## config.mk

```make
export PLATFORM = sky130hd
export DESIGN_NAME = dmem_port_arbiter
export DESIGN_NICKNAME = d
export VERILOG_FILES = /design/src/rtl/dmem_port_arbiter.sv
export SDC_FILE = /design/constraint.sdc
export NUM_CORES = 1
export LEC_CHECK = 0
export BUFFER_PORTS_ARGS = -buffer_cell sky130_fd_sc_hd__buf_2
export CORE_ASPECT_RATIO = 1.75
export CORE_MARGIN = 2
export CORE_UTILIZATION = 37
export DETAILED_ROUTE_END_ITERATION = 12
export GPL_TIMING_DRIVEN = 0
export PLACE_DENSITY = 0.69
export SYNTH_ARGS = -nofsm -noshare
export SYNTH_HDL_FRONTEND = slang
export SYNTH_SLANG_ARGS = --single-unit
```

## constraint.sdc

```tcl
create_clock -name clk -period 5.06 [get_ports clk]
set_input_delay 0.506 -clock clk [delete_from_list [all_inputs] [get_ports clk]]
set_output_delay 0.506 -clock clk [all_outputs]
set_load 0.01 [all_outputs]
```

## src/rtl/dmem_port_arbiter.sv

```systemverilog
// Round-robin arbiter that shares one fixed-latency data-memory port between the core and the loader.
// Build macro ARB_ADDR_CHECK_EN: out-of-range or misaligned requests are answered with an error and never reach memory.
module dmem_port_arbiter #(
   parameter int ADDR_W      = 32,
   parameter int DATA_W      = 32,
   parameter int MEM_LATENCY = 1,
   parameter int MEM_BYTES   = 4096
) (
   input  logic                clk,
   input  logic                reset,
   input  logic                c_req_valid,
   output logic                c_req_ready,
   input  logic                c_req_we,
   input  logic [ADDR_W-1:0]   c_req_addr,
   input  logic [DATA_W-1:0]   c_req_wdata,
   input  logic [DATA_W/8-1:0] c_req_wstrb,
   output logic                c_resp_valid,
   output logic [DATA_W-1:0]   c_resp_rdata,
   output logic                c_resp_err,
   input  logic                l_req_valid,
   output logic                l_req_ready,
   input  logic                l_req_we,
   input  logic [ADDR_W-1:0]   l_req_addr,
   input  logic [DATA_W-1:0]   l_req_wdata,
   input  logic [DATA_W/8-1:0] l_req_wstrb,
   output logic                l_resp_valid,
   output logic [DATA_W-1:0]   l_resp_rdata,
   output logic                l_resp_err,
   output logic                mem_en,
   output logic                mem_we,
   output logic [ADDR_W-1:0]   mem_addr,
   output logic [DATA_W-1:0]   mem_wdata,
   output logic [DATA_W/8-1:0] mem_wstrb,
   input  logic [DATA_W-1:0]   mem_rdata
);
   localparam int STRB_W = DATA_W / 8;

   // state | meaning
   // IDLE  | arbitrate and accept at most one request
   // ISSUE | one-cycle memory strobe with the latched request
   // WAIT  | count down memory latency, then capture read data
   // RESP  | one-cycle response to the granted requester
   typedef enum logic [1:0] {IDLE, ISSUE, WAIT, RESP} state_t;

   state_t              state, state_nxt;
   logic                last_grant;  // 1 = loader
   logic                grant;       // 1 = loader
   logic                pick_l, pick_c, hs, addr_bad;
   logic                req_we;
   logic [ADDR_W-1:0]   req_addr;
   logic [DATA_W-1:0]   req_wdata;
   logic [STRB_W-1:0]   req_wstrb;
   logic [DATA_W-1:0]   rdata_q;
   logic [3:0]          cnt;

   assign pick_l = l_req_valid && (!c_req_valid || !last_grant);
   assign pick_c = c_req_valid && !pick_l;
   assign hs     = (state == IDLE) && !reset && (c_req_valid || l_req_valid);

`ifdef ARB_ADDR_CHECK_EN
   localparam logic [ADDR_W-1:0] ALIGN_MASK = ADDR_W'(STRB_W - 1);
   logic              err_q;
   logic [ADDR_W-1:0] hs_addr;

   assign hs_addr  = pick_l ? l_req_addr : c_req_addr;
   assign addr_bad = (hs_addr >= ADDR_W'(MEM_BYTES)) || ((hs_addr & ALIGN_MASK) != '0);

   always_ff @(posedge clk or posedge reset) begin
      if (reset)                      err_q <= 1'b0;
      else if (hs)                    err_q <= addr_bad;
   end

   assign c_resp_err = c_resp_valid & err_q;
   assign l_resp_err = l_resp_valid & err_q;
`else
   assign addr_bad   = 1'b0;
   assign c_resp_err = 1'b0;
   assign l_resp_err = 1'b0;
`endif

   always_ff @(posedge clk or posedge reset) begin
      if (reset) state <= IDLE;
      else       state <= state_nxt;
   end

   always_comb begin
      state_nxt    = state;
      c_req_ready  = 1'b0;
      l_req_ready  = 1'b0;
      mem_en       = 1'b0;
      mem_we       = 1'b0;
      mem_addr     = '0;
      mem_wdata    = '0;
      mem_wstrb    = '0;
      c_resp_valid = 1'b0;
      l_resp_valid = 1'b0;
      c_resp_rdata = '0;
      l_resp_rdata = '0;
      case (state)
         IDLE: begin
            c_req_ready = pick_c && !reset;
            l_req_ready = pick_l && !reset;
            if (hs) state_nxt = addr_bad ? RESP : ISSUE;
         end
         ISSUE: begin
            mem_en    = 1'b1;
            mem_we    = req_we;
            mem_addr  = req_addr;
            mem_wdata = req_wdata;
            mem_wstrb = req_wstrb;
            state_nxt = WAIT;
         end
         WAIT: if (cnt == 4'd0) state_nxt = RESP;
         RESP: begin
            if (grant) begin
               l_resp_valid = 1'b1;
               l_resp_rdata = rdata_q;
            end else begin
               c_resp_valid = 1'b1;
               c_resp_rdata = rdata_q;
            end
            state_nxt = IDLE;
         end
         default: state_nxt = IDLE;
      endcase
   end

   always_ff @(posedge clk or posedge reset) begin
      if (reset) begin
         last_grant <= 1'b1;
         grant      <= 1'b0;
         req_we     <= 1'b0;
         req_addr   <= '0;
         req_wdata  <= '0;
         req_wstrb  <= '0;
         rdata_q    <= '0;
         cnt        <= 4'd0;
      end else begin
         case (state)
            IDLE: if (hs) begin
               grant      <= pick_l;
               last_grant <= pick_l;
               req_we     <= pick_l ? l_req_we    : c_req_we;
               req_addr   <= pick_l ? l_req_addr  : c_req_addr;
               req_wdata  <= pick_l ? l_req_wdata : c_req_wdata;
               req_wstrb  <= pick_l ? l_req_wstrb : c_req_wstrb;
               rdata_q    <= '0;
            end
            ISSUE: cnt <= 4'(MEM_LATENCY - 1);
            WAIT: begin
               // stores answer with zero data regardless of what the memory returns
               if (cnt == 4'd0) rdata_q <= req_we ? '0 : mem_rdata;
               else             cnt     <= cnt - 4'd1;
            end
            default: ;
         endcase
      end
   end
endmodule

```

==> impl_summary.txt, run 1 <==
----------------------------------------------------
[Detailed routing]
  Vias after detailed routing ... around 5800
  Pre-Repair DR Iteration Count ... 4
  Average wire per standard cell ... roughly 16 um
  Remaining antenna violation count after routing ... 0
  Starting DRC count in detailed routing ... between 200 and 250
  Post-Route WL ... about 19 mm
  Vias per inst ... 4.97
  DRC violation count after routing ... 0

[STA]
  Period utilization ... 0.525
  Setup repair after global routing missed its margin ... no
  Final worst clock skew ... 0.0101 ns
  Final sum of negative setup slack ... 0 ns
  Headroom to the max-slew limit ... 0.647
  Maximum operating frequency ... between 300 and 400 MHz
  Worst-Margin Slew ... about 0.53 ns
  Fin. max-slew vios ... 0
  Count of endpoints failing hold in the final timing report ... 0
  Post-layout minimum cycle time ... 2.66 ns
  Setup violators final ... 0

[Final layout]
  Share of post-route cells with drive strength above 1 ... 0.372
  P&R area growth vs syn ... 37.1%
  Nets@finish ... roughly 1200
  Final instance area ... about 7800 um^2
  Number of fill cells in the layout ... between 1500 and 2000

[Clock tree]
  Clock slew at reported path FFs ... 0.07 ns
  Number of buffers on the longest clock path ... 2
  H-tree depth reported by CTS ... 3
  Hold buffer count at CTS ... 0
  Clock tree from TritonCTS ... yes
  Root buffer selected by CTS ... sky130_fd_sc_hd__clkbuf_16
  Clock latency reported for the late side of the worst-skew pair ... 0.34 ns
  Post-CTS sizing ... 0
  Clk sinks ... approximately 110
  Clock buffers created by TritonCTS ... 9
  Number of setup buffers added after CTS ... 0

[Place]
  DPL Wire Length ... ~15 mm
  Port Buffer Count ... 311
  Placer's final routability congestion estimate ... approximately 0.85
  Area of placed instances ... around 7500 um^2

[Setup path]
  Worst Path Class, Setup ... reg2out
  R2r startpoint ... state[1]
  Slowest cell on the critical path ... sky130_fd_sc_hd__nor2b_1
  Reg-to-reg setup timing slack ... between 3 and 4 ns
  Endpoint of the worst register-to-register path ... cnt[2]
  Crit start category ... register
  Cell type group with the largest total delay on the critical path ... simple AND/OR/NAND/NOR gates
  Worst Path Required ... 4.55 ns
  Critical path fanouts, max ... 10
  CP Capture Type ... output pin
  R2R cell count ... 5
  Cell-by-cell listing of the critical path ... ha_1, nor2b_1, clkbuf_1, and2_1, buf_2
  Data arrival at the endpoint of the critical path ... around 2.2 ns
  Number of buffers and inverters on the critical path ... 2
  Startpoint of the most critical setup path ... state[0]
  Highest cell delay on the worst timing path ... 0.43 ns

[Global routing]
  Global-route wire length before repair ... 29.5 mm
  Number of antenna violations at the first check in global routing ... 1
  Pin count of the biggest net entering global routing ... 58
  Total routing usage reported by global routing ... 0.225
  Leftover overflow at the end of global routing ... 0
  Number of global-route vias before repair ... ~6000

[Status]
  Run status ... completed

[Floorplanning]
  DIE HEIGHT ... 167 um
  Placeable Area ... between 10000 and 15000 um^2
  I/O pin cnt ... between 300 and 400
  Initial standard-cell utilization of the core ... 0.379
  Number of placement rows ... slightly below 60
  Area of the die ... approximately 16000 um^2
  Die X-Extent ... ~97 um

[Logic synthesis]
  Library cells used by synthesis ... 30
  Primary FF master, synth ... sky130_fd_sc_hd__dfrtp_1
  Largest cells by area after synthesis ... sky130_fd_sc_hd__dfrtp_1, sky130_fd_sc_hd__and2_1, sky130_fd_sc_hd__nand2_1, sky130_fd_sc_hd__a31oi_1, sky130_fd_sc_hd__a22o_1
  Number of enable-type register cells in the synthesized netlist ... 0
  Leading cell types by count after synthesis ... sky130_fd_sc_hd__nand2_1, sky130_fd_sc_hd__dfrtp_1, sky130_fd_sc_hd__and2_1
  Area leader, netlist ... sky130_fd_sc_hd__dfrtp_1
  Cell with the most instances after synthesis ... sky130_fd_sc_hd__nand2_1
  Count of warnings emitted by yosys ... 0
  Area fraction of the dominant cell type after synthesis ... 0.478
  Register bit count reported by yosys ... around 110
  Portion of the post-synthesis area used by sequential elements ... 0.483
  Cells after synthesis ... 654
  Post-Synthesis Cell Area ... 5650 um^2
  Synth async-reset ratio ... 1.00
  Syn Area/Cell ... about 8.6 um^2

[Power]
  Leakage power of the design ... 4.31 nW
  Worst voltage drop across the vdd grid ... ~0.20 mV
  Cell area power density ... roughly 510 nW/um^2

[Hold path]
  Class of the tightest hold or removal check ... in2async

[Flow run]
  Number of violations of the max-capacitance limit ... 0

----------------------------------------------------
-- worst max-delay path by stage --
stage	to	slack, ns	cells after the start
3_3_place_gp	req_wdata[4]	0.13	2
2_1_floorplan	cnt[0]	1.68	1
4_1_cts	c_resp_rdata[5]	2.36	5
6_report	c_resp_rdata[20]	2.40	5
3_5_place_dp	c_resp_rdata[5]	2.74	5
5_1_grt	c_resp_rdata[20]	2.23	5
-- through the flow --
| step | hold slack (ns) | utilization | power (W) | instances | worst slack (ns) |
|---|---|---|---|---|---|
| finish | 0.248 | 0.520 | 0.00392 | 1166 | 2.40 |
| global route | 0.290 | 0.520 | 0.00424 | 1165 | 2.23 |
| CTS | 0.257 | 0.520 | 0.00397 | 1165 | 2.36 |
| detailed placement | 0.484 | 0.501 | 0.00329 | 1150 | 2.74 |
| global placement | 0.479 | 0.499 | 0.00324 | 1149 | 0.130 |
| floorplan | 0.463 | - | 0.00258 | 655 | 1.68 |
-- placed cells by master, fill, tap and decap left out, types with 2 or more instances in the layout --
cell,count
sky130_fd_sc_hd__buf_2,331
sky130_fd_sc_hd__nand2_1,146
sky130_fd_sc_hd__dfrtp_1,108
sky130_fd_sc_hd__and2_1,104
sky130_fd_sc_hd__nor2_1,73
sky130_fd_sc_hd__a31oi_1,69
sky130_fd_sc_hd__a22o_1,32
sky130_fd_sc_hd__and3_1,32
sky130_fd_sc_hd__clkbuf_1,25
sky130_fd_sc_hd__clkbuf_16,9
sky130_fd_sc_hd__buf_4,7
sky130_fd_sc_hd__inv_1,6
sky130_fd_sc_hd__ha_1,5
sky130_fd_sc_hd__o21ai_0,4
sky130_fd_sc_hd__nor2b_1,3
sky130_fd_sc_hd__buf_6,3
sky130_fd_sc_hd__inv_6,3
sky130_fd_sc_hd__o21ai_2,2
sky130_fd_sc_hd__nand3_1,2
sky130_fd_sc_hd__conb_1,2
sky130_fd_sc_hd__clkinvlp_4,2
-- where the power goes --
| part | total, W | internal, W | switching, W |
|---|---|---|---|
| sequential | 0.00149 | 0.00127 | 0.000217 |
| clock | 0.000672 | 0.000349 | 0.000322 |
| combinational | 0.00176 | 0.000750 | 0.00101 |
| total | 0.00392 | 0.00237 | 0.00155 |
-- logic make-up (layout without fill, tap and decap cells) --
group | after synthesis | in the layout | share of synthesized area
other | 1 | 3 | 0.000664
multiplexers | 2 | 2 | 0.00376
flip-flops | 109 | 109 | 0.483
buffers and inverters | 61 | 388 | 0.0536
AND/OR/NAND/NOR | 365 | 365 | 0.308
AO/OA/AOI/OAI | 111 | 111 | 0.140
adder cells (fa/ha/maj) | 5 | 5 | 0.0111
-- state kept, by name, indices dropped and copies added, names as in the netlist --
signal,cells
state,2
grant,1
cnt,4
req_wstrb,4
req_addr,32
last_grant,1
rdata_q,32
req_wdata,32
req_we,1
-- layout make-up --
class                   instances  area (um^2)  area share
clock inverters                 4         32.5     0.00420
well taps                     183          229      0.0295
flip-flops and latches        109         2730       0.352
inverters                       7         31.3     0.00404
plain buffers                  54          277      0.0357
clock buffers                  11          243      0.0313
multi-input cells             485         2620       0.338
repair buffers                312         1580       0.204
diodes                          1         2.50    0.000323
-- layer usage --
layer  vias to the layer above  wire (um)  part of all wire  global-route usage
met2                       223      10300              0.54               0.416
li1                       2826          -                 -                   -
met4                         0        527             0.028              0.0821
met5                         -          0                 0                   0
met1                      2718       6900              0.37               0.249
met3                        31       1210             0.064              0.0526
Note: power is estimated with default switching activity, not from simulation.
==> inputs of run 2 (changes only) <==
--- a/config.mk
+++ b/config.mk
@@ -11,7 +11,7 @@
 export CORE_UTILIZATION = 37
 export DETAILED_ROUTE_END_ITERATION = 12
 export GPL_TIMING_DRIVEN = 0
-export PLACE_DENSITY = 0.69
+export PLACE_DENSITY = 0.71
 export SYNTH_ARGS = -nofsm -noshare
 export SYNTH_HDL_FRONTEND = slang
 export SYNTH_SLANG_ARGS = --single-unit
==> constraint.sdc (replaced) <==
create_clock -name clk -period 2.34 [get_ports clk]
set_input_delay 0.234 -clock clk [delete_from_list [all_inputs] [get_ports clk]]
set_output_delay 0.234 -clock clk [all_outputs]
set_load 0.01 [all_outputs]
==> run 2 against run 1 <==
  * Sequential share of layout area decreased by 0.24 points
  * Total power is 120% higher
  * Clock skew rose by 0.0056 ns
  * Hold slack got worse by 0.14 ns
  * Sequential power increased by 120%
  * Design area up 0.68%
  * Critical path depth is the same
  * Die area unchanged
  * Setup slack lost 2.3 ns
  * First-iteration DRC count is 22% lower
  * Non-clock buffer count grew 3
  * Via count fell by 0.33%
  * Largest power group unchanged
==> impl_summary.txt, run 2 (synthesis gave the netlist of run 1 again) <==
----------------------------------------------------
[Global routing]
  Total routing usage reported by global routing ... 0.221 (-0.00392)
  Met2 track utilization from global routing ... 0.410 (-0.00630)
  Routing usage on met1 ... 0.246 (-0.00329)
  Most heavily used metal layer in global routing ... met2
  Met3 Usage GRT ... 0.0447 (-0.00793)
  Global-route wire length before repair ... 29.2 mm (-1.0%)
  Pin count of the biggest net entering global routing ... 38 (-34%)
  Number of antenna violations at the first check in global routing ... 1 (unchanged)
  Number of global-route vias before repair ... 5870 (+0.72%)
  Leftover overflow at the end of global routing ... 0 (unchanged)

[Power]
  Internal portion of total power ... 0.00515 W (+120%)
  Share of total power consumed by net switching ... 0.395 (+0.000665)
  Comb pwr share ... 0.447 (-0.002)
  Net Sw Power ... 0.00337 W (+120%)
  Part of the total power dissipated in the clock network ... 0.174 (+0.003)
  Worst voltage drop across the vdd grid ... 0.442 mV (+120%)
  Sequential group share of total power ... 0.379 (about the same)
  Cell area power density ... 1090 nW/um^2 (+120%)
  Total power after layout ... 0.00852 W (+120%)
  Leakage power of the design ... 4.34 nW (+0.83%)

[Setup path]
  Data arrival at the endpoint of the critical path ... 1.96 ns (-0.19 ns)
  Cell-by-cell listing of the critical path ... inv_1, ha_2, clkbuf_1, and2_1, buf_2
  CP Capture Type ... output pin
  Number of buffers and inverters on the critical path ... 3 (+1)
  Critical path fanouts, max ... 10 (unchanged)
  Cell type group with the largest total delay on the critical path ... buffers and inverters
  Crit start category ... register
  Slowest cell on the critical path ... sky130_fd_sc_hd__dfrtp_1
  Worst Path Class, Setup ... reg2out
  Worst Path Required ... 2.11 ns (-2.44 ns)
  Highest cell delay on the worst timing path ... 0.42 ns (about the same)

[Clock tree]
  Clk sinks ... 109 (unchanged)
  Number of setup buffers added after CTS ... 0 (unchanged)
  Number of buffers on the longest clock path ... 2 (unchanged)
  Root buffer selected by CTS ... sky130_fd_sc_hd__clkbuf_16
  Clock buffers created by TritonCTS ... 9 (unchanged)
  Clock tree from TritonCTS ... yes
  H-tree depth reported by CTS ... 3 (unchanged)
  Clock latency reported for the late side of the worst-skew pair ... 0.35 ns (about the same)
  Clock slew at reported path FFs ... 0.07 ns (about the same)

[Floorplanning]
  Initial standard-cell utilization of the core ... 0.379 (unchanged)
  I/O pin cnt ... 314 (unchanged)
  Die X-Extent ... 97.4 um (unchanged)
  Placeable Area ... 14900 um^2 (unchanged)
  Number of placement rows ... 59 (unchanged)
  DIE HEIGHT ... 167 um (unchanged)
  Area of the die ... 16300 um^2 (unchanged)

[Place]
  Worst Setup Slack post-DPL ... 0.357 ns (-2.38 ns)
  Port Buffer Count ... 311 (unchanged)
  Placer's final routability congestion estimate ... 0.871 (+2.3%)
  DPL Wire Length ... 14.8 mm (-0.90%)
  Area of placed instances ... 7500 um^2 (+0.42%)

[Detailed routing]
  Remaining antenna violation count after routing ... 0 (unchanged)
  Pre-Repair DR Iteration Count ... 4 (unchanged)
  Vias per inst ... 4.94 (-0.58%)
  Average wire per standard cell ... 15.9 um (-2.0%)
  DRC violation count after routing ... 0 (unchanged)
  Starting DRC count in detailed routing ... 173 (-22%)
  Post-Route WL ... 18.6 mm (-1.7%)
  Vias after detailed routing ... 5779 (-0.33%)

[Flow run]
  Number of violations of the max-capacitance limit ... 0 (unchanged)

[STA]
  Maximum operating frequency ... around 460 MHz
  Headroom to the max-slew limit ... 0.646 (-0.000970)
  Post-layout minimum cycle time ... about 2.2 ns
  Fin. max-slew vios ... 0 (unchanged)
  Count of endpoints failing hold in the final timing report ... 0 (unchanged)
  Final worst clock skew ... 0.0157 ns (+0.00564 ns)
  Setup violators final ... 0 (unchanged)
  Worst Slack Setup Final ... 0.147 ns (-2.25 ns)
  Setup repair after global routing missed its margin ... no
  Worst-Margin Slew ... 0.531 ns (+0.00145 ns)
  Final sum of negative setup slack ... 0 ns (unchanged)
  Period utilization ... 0.937

[Final layout]
  Leading cell type in the layout, fill and taps excluded ... sky130_fd_sc_hd__buf_2
  Antenna diode instance count ... 0 (-1)
  Regs by FF count ... rdata_q (32), req_addr (32), req_wdata (32)
  P&R area growth vs syn ... 38.1%
  Final instance area ... 7800 um^2 (+0.68%)
  Most frequent cells in the layout ... sky130_fd_sc_hd__buf_2, sky130_fd_sc_hd__nand2_1, sky130_fd_sc_hd__dfrtp_1
  Nets@finish ... 1160 (+0.26%)
  Share of post-route cells with drive strength above 1 ... 0.377 (+0.00559)

[Status]
  Run status ... completed

[Hold path]
  Class of the tightest hold or removal check ... in2reg

----------------------------------------------------
[run 2: cell types whose count changed in the layout (fill, tap and decap cells not counted), sizes merged]
cell         delta
dlygate4sd3     +1
diode           -1
clkinv          +2
clkinvlp        -1
buf             +2
[run 2: power groups by stage]
| stage | Combinational (W) | Clock (W) | Sequential [W] |
|---|---|---|---|
| after floorplan | 0.00249 | 0 | 0.00310 |
| after global placement | 0.00378 | 0 | 0.00323 |
| after detailed placement | 0.00383 | 0 | 0.00326 |
| after CTS | 0.00385 | 0.00153 | 0.00322 |
| after global routing | 0.00424 | 0.00161 | 0.00335 |
| final | 0.00381 | 0.00148 | 0.00322 |
[run 2: path summary, 6_finish.rpt]
check                             start             to  slack, ns  depth (start not counted)
min reg2reg                  last_grant     last_grant       0.49                          2
min in group asynchronous         reset  req_wdata[16]       0.46                          3
max in group asynchronous         reset  req_wdata[10]       1.16                          5
min                        mem_rdata[0]     rdata_q[0]       0.10                          2
max reg2reg                    state[0]   req_addr[27]       0.46                          7
max                            state[1]   mem_wstrb[0]       0.15                          5
[run 2: layout make-up]
| type | count | area [um^2] |
|---|---|---|
| clock buffer | 11 | 243 |
| buffer | 54 | 280 |
| fill | 1520 | 7110 |
| sequential | 109 | 2730 |
| multi-input combinational | 485 | 2630 |
| tap | 183 | 229 |
| timing repair buffer | 315 | 1630 |
| clock inverter | 5 | 40.0 |
| inverter | 7 | 30.0 |
[run 2: what timing repair did]
| action | 4_1_cts | 5_1_grt |
|---|---|---|
| hold buffers | 1 | 0 |
| endpoints found under the setup margin | 7 | 29 |
| gates resized for setup | 1 | 6 |
| hold endpoints to repair | 12 | 0 |
[run 2: stage by stage]
stage | hold WS [ns] | std cells | utilization
floorplan | 0.337 | 655 | -
global placement | 0.459 | 1149 | 0.499
detailed placement | 0.271 | 1152 | 0.503
CTS | 0.0951 | 1169 | 0.523
global route | 0.0919 | 1169 | 0.523
finish | 0.104 | 1169 | 0.523
[run 2: per-layer routing]
layer	routed length, um	part of all wire	vias to the layer above
met2	10100	0.54	228
met1	6870	0.37	2685
li1	-	-	2830
met5	12	0.00065	-
met4	507	0.027	2
met3	1110	0.060	34
==> inputs of run 3 (changes only) <==
--- a/config.mk
+++ b/config.mk
@@ -11,7 +11,7 @@
 export CORE_UTILIZATION = 37
 export DETAILED_ROUTE_END_ITERATION = 12
 export GPL_TIMING_DRIVEN = 0
-export PLACE_DENSITY = 0.71
+export PLACE_DENSITY = 0.69
 export SYNTH_ARGS = -nofsm -noshare
 export SYNTH_HDL_FRONTEND = slang
 export SYNTH_SLANG_ARGS = --single-unit
==> constraint.sdc (replaced) <==
create_clock -name clk -period 2.31 [get_ports clk]
set_input_delay 0.231 -clock clk [delete_from_list [all_inputs] [get_ports clk]]
set_output_delay 0.231 -clock clk [all_outputs]
set_load 0.01 [all_outputs]
==> run 3 against run 2 <==
  * Global-route usage rose by 0.91 points
  * Final cell count hardly changed
  * Flip-flop and latch count unchanged
  * First-iteration DRC count increased by 25%
  * Die area stayed put
  * Clock skew decreased by 0.0044 ns
  * Count of clock-buffer cells in the layout unchanged
  * Total power grew 3.5%
  * Setup slack worse by 0.0021 ns
  * Non-clock buffer count shrank 1
  * Critical path type unchanged
  * Largest power group unchanged
==> impl_summary.txt, run 3 (synthesis gave the netlist of run 1 again) <==
----------------------------------------------------
[Status]
  Run status ... completed

[Final layout]
  Non-Filler Instances ... 1168 (-0.086%)
  Utilization of the core after routing ... 0.526 (+0.00252)
  Share of post-route cells with drive strength above 1 ... 0.383 (+0.00546)
  Antenna diode instance count ... 0 (unchanged)
  Nets@finish ... 1159 (-0.086%)
  Most frequent cells in the layout ... sky130_fd_sc_hd__buf_2, sky130_fd_sc_hd__nand2_1, sky130_fd_sc_hd__dfrtp_1
  Number of fill cells in the layout ... 1533 (+0.86%)
  Multi-input gate area ... 2630 um^2 (about the same)
  Regs by FF count ... rdata_q (32), req_addr (32), req_wdata (32)
  Flip-flop and latch area ... 2730 um^2 (unchanged)
  Leading cell type in the layout, fill and taps excluded ... sky130_fd_sc_hd__buf_2
  Final instance area ... 7840 um^2 (+0.48%)
  P&R area growth vs syn ... 38.7%

[Place]
  Number of instances in the placed design ... 1152 (unchanged)
  Area of placed instances ... 7500 um^2 (unchanged)
  DPL Wire Length ... 15.2 mm (+2.6%)
  Worst Setup Slack post-DPL ... 0.279 ns (-0.0782 ns)
  Port Buffer Count ... 311 (unchanged)
  Placer's final routability congestion estimate ... 0.838 (-3.8%)

[Setup path]
  Critical path fanouts, max ... 10 (unchanged)
  CP Capture Type ... output pin
  Cell-by-cell listing of the critical path ... ha_1, nor2b_2, clkbuf_2, and2_1, buf_2
  Startpoint of the most critical setup path ... state[1]
  R2R cell count ... 5 (-2)
  Data arrival at the endpoint of the critical path ... 1.93 ns (-0.03 ns)
  Highest cell delay on the worst timing path ... 0.39 ns (-0.03 ns)
  Worst Path Required ... 2.08 ns (-0.03 ns)
  R2r startpoint ... last_grant
  Crit start category ... register
  Slowest cell on the critical path ... sky130_fd_sc_hd__dfrtp_1
  Worst Path Class, Setup ... reg2out

[Power]
  Net Sw Power ... 0.00345 W (+2.4%)
  Share of total power consumed by net switching ... 0.391 (-0.00422)
  Internal portion of total power ... 0.00536 W (+4.2%)
  Leakage power of the design ... 4.37 nW (+0.57%)
  Cell area power density ... 1120 nW/um^2 (+3.0%)
  Sequential group share of total power ... 0.371 (-0.008)
  Comb pwr share ... 0.442 (-0.005)
  Worst voltage drop across the vdd grid ... 0.512 mV (+16%)
  Part of the total power dissipated in the clock network ... 0.187 (+0.013)

[Global routing]
  Global-route wire length before repair ... 30.2 mm (+3.5%)
  Number of antenna violations at the first check in global routing ... 1 (unchanged)
  Number of global-route vias before repair ... 5999 (+2.2%)
  Pin count of the biggest net entering global routing ... 34 (-11%)
  Total routing usage reported by global routing ... 0.230 (+0.00909)
  Leftover overflow at the end of global routing ... 0 (unchanged)

[Hold path]
  Class of the tightest hold or removal check ... in2reg
  Worst Hold Path Cells ... 2 (unchanged)
  Hold Startpoint ... mem_rdata[23]

[Clock tree]
  H-tree depth reported by CTS ... 3 (unchanged)
  Clock tree from TritonCTS ... yes
  Clock latency reported for the late side of the worst-skew pair ... 0.35 ns (about the same)
  Clock buffers created by TritonCTS ... 9 (unchanged)
  Root buffer selected by CTS ... sky130_fd_sc_hd__clkbuf_16
  Number of setup buffers added after CTS ... 0 (unchanged)
  Number of buffers on the longest clock path ... 2 (unchanged)
  Clk sinks ... 109 (unchanged)
  Clock slew at reported path FFs ... 0.08 ns (about the same)

[Detailed routing]
  Vias after detailed routing ... 5830 (+0.88%)
  DRC violation count after routing ... 0 (unchanged)
  Remaining antenna violation count after routing ... 0 (unchanged)
  Pre-Repair DR Iteration Count ... 6 (+2)
  Average wire per standard cell ... 16.4 um (+3.0%)
  Starting DRC count in detailed routing ... 217 (+25%)
  Vias per inst ... 4.99 (+0.97%)
  Post-Route WL ... 19.1 mm (+3.0%)

[Floorplanning]
  Number of placement rows ... 59 (unchanged)
  Placeable Area ... 14900 um^2 (unchanged)
  Initial standard-cell utilization of the core ... 0.379 (unchanged)
  Area of the die ... 16300 um^2 (unchanged)
  DIE HEIGHT ... 167 um (unchanged)
  I/O pin cnt ... 314 (unchanged)
  Die X-Extent ... 97.4 um (unchanged)

[STA]
  Count of endpoints failing hold in the final timing report ... 0 (unchanged)
  Final sum of negative setup slack ... 0 ns (unchanged)
  Setup violators final ... 0 (unchanged)
  Maximum operating frequency ... approximately 460 MHz
  Fin. max-slew vios ... 0 (unchanged)
  Setup repair after global routing missed its margin ... no
  Worst Slack Setup Final ... 0.145 ns (-0.00210 ns)
  Worst-Margin Slew ... 0.733 ns (+0.202 ns)
  Headroom to the max-slew limit ... 0.510 (-0.136)
  Final worst clock skew ... 0.0114 ns (-0.00436 ns)
  Period utilization ... 0.937
  Post-layout minimum cycle time ... around 2.2 ns

[Flow run]
  Number of violations of the max-capacitance limit ... 0 (unchanged)

----------------------------------------------------
-- run 3: per-layer routing --
metal  up-vias  wire length [um]  part of all wire  GRT usage
met2       225             10500              0.55      0.434
li1       2834                 -                 -          -
met4         0               505             0.026     0.0948
met5         -                 0                 0          0
met1      2738              7010              0.37      0.244
met3        33              1140             0.060     0.0509
-- run 3: worst paths after layout --
path	end	slack, ns
min	rdata_q[23]	0.1
max	c_resp_rdata[16]	0.14
min in group asynchronous	req_addr[22]	0.53
max reg2reg	req_wdata[6]	0.21
max in group asynchronous	last_grant	0.96
min reg2reg	last_grant	0.49
-- run 3: final cells by class --
| cell class | count | share of cell area |
|---|---|---|
| Sequential cell | 109 | 0.348 |
| Multi-Input combinational cell | 485 | 0.335 |
| Timing Repair Buffer | 315 | 0.207 |
| Buffer | 53 | 0.0357 |
| Clock buffer | 11 | 0.0322 |
| Tap cell | 183 | 0.0292 |
| Clock inverter | 5 | 0.00830 |
| Inverter | 7 | 0.00383 |
-- run 3: what timing repair did --
item | 4_1_cts | 5_1_grt
gates resized for setup | 4 | 7
setup endpoints to repair | 33 | 31
hold endpoints to repair | 21 | 0
pin swaps | 0 | 0
hold buffers | 1 | 0
-- run 3: critical path, delay by kind of cell, from the launching register on --
family        cells  cell delay (ns)
fa+ha+maj         1             0.30
buf+inv           2             0.39
flops             1             0.39
simple gates      2             0.50
-- run 3: metrics by stage --
stage	power [W]	hold slack, ns
5_1_grt	0.00951	0.0939
3_3_place_gp	0.00710	0.455
2_1_floorplan	0.00566	0.334
3_5_place_dp	0.00722	0.329
4_1_cts	0.00891	0.0811
6_report	0.00881	0.0988
-- run 3: power by group through the flow --
stage	logic [W]	clock network, W	registers, W
after floorplan	0.00253	0	0.00314
after global placement	0.00385	0	0.00325
after detailed placement	0.00392	0	0.00330
after CTS	0.00395	0.00170	0.00326
after global routing	0.00435	0.00178	0.00338
final	0.00389	0.00165	0.00327
